## src/rtl/uart_tx_arbiter.sv

```systemverilog
// Two-channel round-robin arbiter that pops bytes from show-ahead FIFOs and
// hands them one at a time to a UART transmitter, with bursts and a WAIT timeout.
module uart_tx_arbiter #(
  parameter int WIDTH   = 8,
  parameter int BURST   = 4,
  parameter int TIMEOUT = 4096
) (
  input  logic             Clock,
  input  logic             Reset,
  input  logic             Empty0,
  input  logic             Empty1,
  input  logic [WIDTH-1:0] ReadData0,
  input  logic [WIDTH-1:0] ReadData1,
  output logic             Read0,
  output logic             Read1,
  output logic [WIDTH-1:0] TxData,
  output logic             TxStart,
  input  logic             TxDone,
  output logic             Busy,
  output logic             GrantId,
  output logic             Error
);
  localparam int BW = $clog2(BURST + 1);
  localparam int TW = $clog2(TIMEOUT);
  localparam logic [BW-1:0] BurstMax    = BW'(BURST);
  localparam logic [TW-1:0] TimeoutLast = TW'(TIMEOUT - 1);

  typedef enum logic [1:0] {IDLE, ISSUE, START, WAIT} StateT;

  StateT            state, stateNext;
  logic             grantId, grantNext;
  logic             lastGrant, lastNext;
  logic [BW-1:0]    burstCnt, burstNext;
  logic [TW-1:0]    timeoutCnt, timeoutNext;
  logic [WIDTH-1:0] txData, dataNext;
  logic             error, errorNext;
  logic             headEmpty;

  always_ff @(posedge Clock) begin
    if (Reset) begin
      state      <= IDLE;
      grantId    <= 1'b0;
      lastGrant  <= 1'b1;
      burstCnt   <= '0;
      timeoutCnt <= '0;
      txData     <= '0;
      error      <= 1'b0;
    end else begin
      state      <= stateNext;
      grantId    <= grantNext;
      lastGrant  <= lastNext;
      burstCnt   <= burstNext;
      timeoutCnt <= timeoutNext;
      txData     <= dataNext;
      error      <= errorNext;
    end
  end

  always_comb begin
    stateNext   = state;
    grantNext   = grantId;
    lastNext    = lastGrant;
    burstNext   = burstCnt;
    timeoutNext = timeoutCnt;
    dataNext    = txData;
    errorNext   = error;
    Read0       = 1'b0;
    Read1       = 1'b0;
    TxStart     = 1'b0;
    headEmpty   = grantId ? Empty1 : Empty0;
    case (state)
      IDLE: begin
        if (!Empty0 || !Empty1) begin
          // Both requesting: alternate; otherwise Empty0 set means only channel 1 waits.
          grantNext = (!Empty0 && !Empty1) ? ~lastGrant : Empty0;
          stateNext = ISSUE;
        end
      end
      ISSUE: begin
        Read0     = ~grantId;
        Read1     = grantId;
        dataNext  = grantId ? ReadData1 : ReadData0;
        if (burstCnt != BurstMax) burstNext = burstCnt + 1'b1;
        stateNext = START;
      end
      START: begin
        TxStart     = 1'b1;
        timeoutNext = '0;
        stateNext   = WAIT;
      end
      WAIT: begin
        // TxDone wins over a coinciding timeout, leaving Error untouched.
        if (TxDone) begin
          if (burstCnt < BurstMax && !headEmpty) begin
            stateNext = ISSUE;
          end else begin
            lastNext  = grantId;
            burstNext = '0;
            stateNext = IDLE;
          end
        end else if (timeoutCnt == TimeoutLast) begin
          errorNext = 1'b1;
          lastNext  = grantId;
          burstNext = '0;
          stateNext = IDLE;
        end else begin
          timeoutNext = timeoutCnt + 1'b1;
        end
      end
      default: stateNext = IDLE;
    endcase
  end

  assign TxData  = txData;
  assign Busy    = (state != IDLE);
  assign GrantId = grantId;
  assign Error   = error;
endmodule

```

## config.mk

```make
export PLATFORM = sky130hd
export DESIGN_NAME = uart_tx_arbiter
export DESIGN_NICKNAME = d
export VERILOG_FILES = /design/src/rtl/uart_tx_arbiter.sv
export SDC_FILE = /design/constraint.sdc
export NUM_CORES = 1
export LEC_CHECK = 0
export ABC_CLOCK_PERIOD_IN_PS = 3950
export CORE_MARGIN = 4
export CORE_UTILIZATION = 25
export CTS_CLUSTER_DIAMETER = 60
export DETAILED_ROUTE_END_ITERATION = 8
export SYNTH_ARGS = -nofsm -noshare
export SYNTH_HDL_FRONTEND = slang
export SYNTH_SLANG_ARGS = --single-unit
export TNS_END_PERCENT = 5
```

## constraint.sdc

```tcl
create_clock -name Clock -period 3.95 [get_ports Clock]
set_clock_uncertainty 0.2 [all_clocks]
set_input_delay 0.5925 -clock Clock [delete_from_list [all_inputs] [get_ports Clock]]
set_output_delay 0.5925 -clock Clock [all_outputs]
set_load 0.01 [all_outputs]
```

## After elaboration in Yosys (flattened, before gate mapping)

Cells that the tools add are included.

| storage, ports and cells | value |
|---|---|
| flip-flop bits (word level) | 28 |
| input port bits | 21 |
| output and inout bits | 14 |
| logic and storage cells | 64 |

| cells by class | value |
|---|---|
| $add $sub $neg | 2 |
| $lt $le $gt $ge | 1 |
| equal/unequal tests | 12 |
| mux-type cells | 22 |
| bitwise gates (word level) | 3 |
| reductions and logical operators | 17 |

Operators by type and width:

| kind | number |
|---|---|
| two-way mux 12 bit | 2 |
| one-hot mux 12 bit (2 select lines) | 1 |
| adder 12 x 1 -> 12 bit (second input constant) | 1 |
| equality test 12 bit (second input constant) | 1 |
| two-way mux 3 bit | 4 |
| inequality test 2 bit (second input constant) | 5 |
| two-way mux 1 bit | 9 |
| inequality test 3 bit (second input constant) | 3 |
| AND reduction 3 bit | 3 |
| two-way mux 8 bit | 1 |
| one-hot mux 2 bit (4 select lines) | 1 |
| nonzero test 2 bit | 4 |
| two-way mux 2 bit | 3 |
| one-hot mux 3 bit (2 select lines) | 1 |
| equality test 2 bit (second input constant) | 2 |
| AND reduction 2 bit | 2 |
| AND reduction 4 bit | 1 |
| adder 3 x 1 -> 3 bit (second input constant) | 1 |
| logical NOT 1 bit | 3 |
| less-than comparator 3 bit (second input constant) | 1 |
| NOT 1 bit | 3 |
| equality test 2 x 1 -> 1 bit (second input constant) | 1 |
| logical AND 1 bit | 2 |
| logical NOT 2 bit | 1 |
| logical OR 1 bit | 1 |

## Longest topological paths before layout

| logic depth | value |
|---|---|
| word-level depth | 6 |
| mapped depth | 7 |
| mapped depth without buffers | 6 |

## Worst setup path before layout

Ideal clock, no wire load.

| timing | value |
|---|---|
| path type | register -> output |
| from | reg state[1] |
| to | out Read1 |
| data arrival time | 1.318 ns |
| required time | 3.157 ns |
| path slack | 1.840 ns |
| cell stages (with the launch flop) | 6 |
| buffers on the path | 2 |
| path through | dfxtp_1 inv_1 ha_1 clkbuf_1 clkbuf_1 and2_1 |

| between the ends | value |
|---|---|
| longest elaborated chain between the ends | 2 |

Ends and longest elaborated chain:

| what | RTL line | text |
|---|---|---|
| from (decl) | 30 | `StateT state, stateNext;` |
| from (signal assigned) | 49 | `state <= stateNext;` |
| equality test 2 x 1 -> 1 bit | 71 | `case (state)` |
| two-way mux 1 bit | 71 |  |
| to (decl) | 15 | `output logic Read1,` |

Every way passes these cells.

## Final worst setup path

| timing | value |
|---|---|
| from | reg state[1] |
| to | out Read0 |

| between the ends | value |
|---|---|
| longest elaborated chain between the ends | 2 |

Ends and longest elaborated chain:

| what | RTL line | text |
|---|---|---|
| equality test 2 x 1 -> 1 bit | 71 |  |
| two-way mux 1 bit | 71 |  |
| to (decl) | 14 | `output logic Read0,` |

Every way passes these cells.

==> results.ini <==
[run_status]
status=finished clean

[power_and_ir_drop]
intPower_mw=0.690
vdd_ir_drop_max_uv=254
p_per_area_nw_per_um2=521
clkPwrFrac_pct=21.8
p_sw_share_pct=34.3
leakage_nw=0.685
power_frac_comb_pct=41.6
seq_power_share_pct=36.6
p_switching_mw=0.360

[global_routing]
gr-total-overflow=0
antenna_found_initial=0
grt.met1_usage_pct=12.4
grt_max_degree=24
grt_pass1_wl_um=5910
grt_use_met3_pct=4.56
met2_usage_pct=15.0
first_global_vias=1297
grt_usage_pct=9.67
grt_busiest_layer=met2

[hold_path]
hold_path.class=reg2reg

[critical_path]
worstPathRequired_ps=3160
worstPathArrival_ps=1880
crit_chain=inv_1 > ha_1 > buf_4 > inv_1 > nor2_1 > clkdlybuf4s50_1
crit_slowest_cell=clkdlybuf4s50_1
setup.worst_path.end_class=output port
crit_path_max_fanout=20
cp_num_buf_inv=4
critPathLaunchType=register
critPathKind=reg2out
critical_path.top_delay_family=buffers and inverters
crit_top_cell=inv_1
cpPeakStageDelay_ps=570

[placement]
place_hpwl_um=2570
io_buffer_count=34
place.gp.congestion=0.839

[route]
post_drt_wl_per_cell_um=12.3
ant_nets=0
drt_iter0_drc=50
drc=0
wl_um=3460
viasPerCell=4.89
vias=1378
drtPass1Iterations=4

[clock_tree]
cts_root_buffer=clkbuf_8
clock_path_buffers=2
htreeDepth=1
clock_latency_ps=280
postCtsResizedCells=0
clkSlewWorstSetupHoldPaths_ps=110
postCtsSetupBuffers=0
cts.sinks=28
holdBufCountCts=0
numCtsBuffers=3
cts_tree=yes

[sta]
fmax_mhz=374
slew_violations=0
max_slew_margin_pct=42.7
hold_viol_final=0
tightest_slew_ps=857
tns_ps=0
rsz0062_at_grt=false
period_minus_slack_ps=2670
fin_crit_sh_pct=67.6
setup_viol=0

[yosys]
ys_ff_latch=28
synth_area_leaders=dfxtp_1 (37%), mux2i_1 (6.5%), a211oi_1 (5.9%), ha_1 (5.7%), a21oi_1 (4.6%)
yosys.cell_types.count=44
syn_area_um2=1540
synthArstFlopShare_pct=0
avgSynthCellArea_um2=8.72
synth_top_area_cell=dfxtp_1
synth-seq-area-share_pct=36.5
synth_fp_nets=204
synth_top_area_share_pct=36.5
synth_cells=176
synth_flop_cell=dfxtp_1
synth_enable_flop_cells=0
yosys_warnings=0

[floorplanning]
io_pins=35
dieArea_um2=7460
initial_core_util_pct=25.8
core_um2=5960
chipWidth_um=86.4
die_height_um=86.4
rows=28

[finish]
drive_above_1_share_pct=5.31
syn_to_final_growth_pct=31.3
post-route-util_pct=33.8
insertedDiodeCount=0
final_nets=236

[run]
maxCapViolations=0

## stage by stage
stage	setup WS, ps	cell area [µm²]	instances	power (mW)	hold WS, ps
floorplan	1840	1540	176	0.647	255
global placement	1350	1940	278	0.828	257
detailed placement	1290	1940	278	0.830	277
CTS	1260	2020	282	1.07	291
global route	1130	2020	282	1.13	320
finish	1280	2020	282	1.05	286
## cell type report
| class | instances | area, µm² |
|---|---|---|
| repair buffers | 35 | 348 |
| flip-flops and latches | 28 | 561 |
| clock inverters | 1 | 30.0 |
| multi-input cells | 132 | 912 |
| fillers | 635 | 3940 |
| inverters | 8 | 30.0 |
| clock buffers | 3 | 41.3 |
| well taps | 75 | 93.8 |
## worst register-to-register path, cell delays in order, from the launching register on
cell and delay, ps:
dfxtp_1 400, ha_1 460, nand2b_4 90, a211o_1 380, or4_1 520, a21oi_1 150
## kinds of logic (layout without fill, tap and decap cells)
kind of cell / after synthesis / in the layout / synth area share [%]
multiplexers: 11 / 11 / 7.25
buffers and inverters: 16 / 47 / 4.07
flip-flops: 28 / 28 / 36.5
AO/OA/AOI/OAI: 47 / 47 / 20.9
adder cells (fa/ha/maj): 7 / 7 / 5.70
AND/OR/NAND/NOR: 65 / 65 / 24.4
XOR/XNOR: 2 / 2 / 1.14
## synth_stat cells (2+ instances only)
cell type	instances
dfxtp_1	28
nor2_1	18
a21oi_1	14
a211oi_1	12
mux2i_1	10
inv_1	8
nand2_1	8
nand3_1	8
ha_1	7
clkbuf_1	5
o31ai_1	5
or4_1	4
and3_1	3
o21ai_0	3
a211o_1	2
a21o_1	2
a31oi_1	2
and4_1	2
buf_2	2
nand2b_1	2
nand2b_4	2
nand3b_1	2
nand4_1	2
nand4b_1	2
nor2b_1	2
nor3_1	2
o211ai_1	2
## routing by layer
metal,up-vias,wire (µm)
met5,-,0
met4,0,17
met3,2,319
met2,42,1430
met1,607,1700
li1,727,-
## worst paths after layout
path | from | endpoint | slack, ps | depth (start not counted)
worst min-delay path | Error | Error | 290 | 2
worst min register to register | Error | Error | 290 | 2
worst max register to register | state[0] | timeoutCnt[9] | 1660 | 5
worst max-delay path | state[1] | Read0 | 1280 | 6
## registers in the layout, indices dropped and copies added (netlist names)
register and count:
lastGrant 1, TxData 8, GrantId 1, burstCnt 3
state 2, timeoutCnt 12, Error 1
## cells in the final DEF, fill, tap and decap left out, drive strengths merged, types with 2 or more instances in the layout
cell type,Yosys,final
nand2,8,8
clkdlybuf4s50,0,34
mux2i,10,10
a21o,2,2
nand4,2,2
a211o,2,2
o21ai,3,3
nand3,8,8
nand3b,2,2
o211ai,2,2
nor2,18,18
a31oi,2,2
and3,3,3
nand4b,2,2
a21oi,14,14
or4,4,4
and4,3,3
nor2b,2,2
nor3,2,2
o31ai,6,6
ha,7,7
a211oi,12,12
or3,2,2
clkbuf,5,3
nand2b,4,4
dfxtp,28,28
inv,8,8
## power by group through the flow
stage / clock, mW / combinational (mW) / sequential (mW)
after floorplan: 0 / 0.255 / 0.392
after global placement: 0 / 0.440 / 0.388
after detailed placement: 0 / 0.441 / 0.389
after CTS: 0.238 / 0.443 / 0.385
after global routing: 0.248 / 0.491 / 0.393
final: 0.229 / 0.437 / 0.384
No activity file was read; power rests on OpenSTA's default activity.
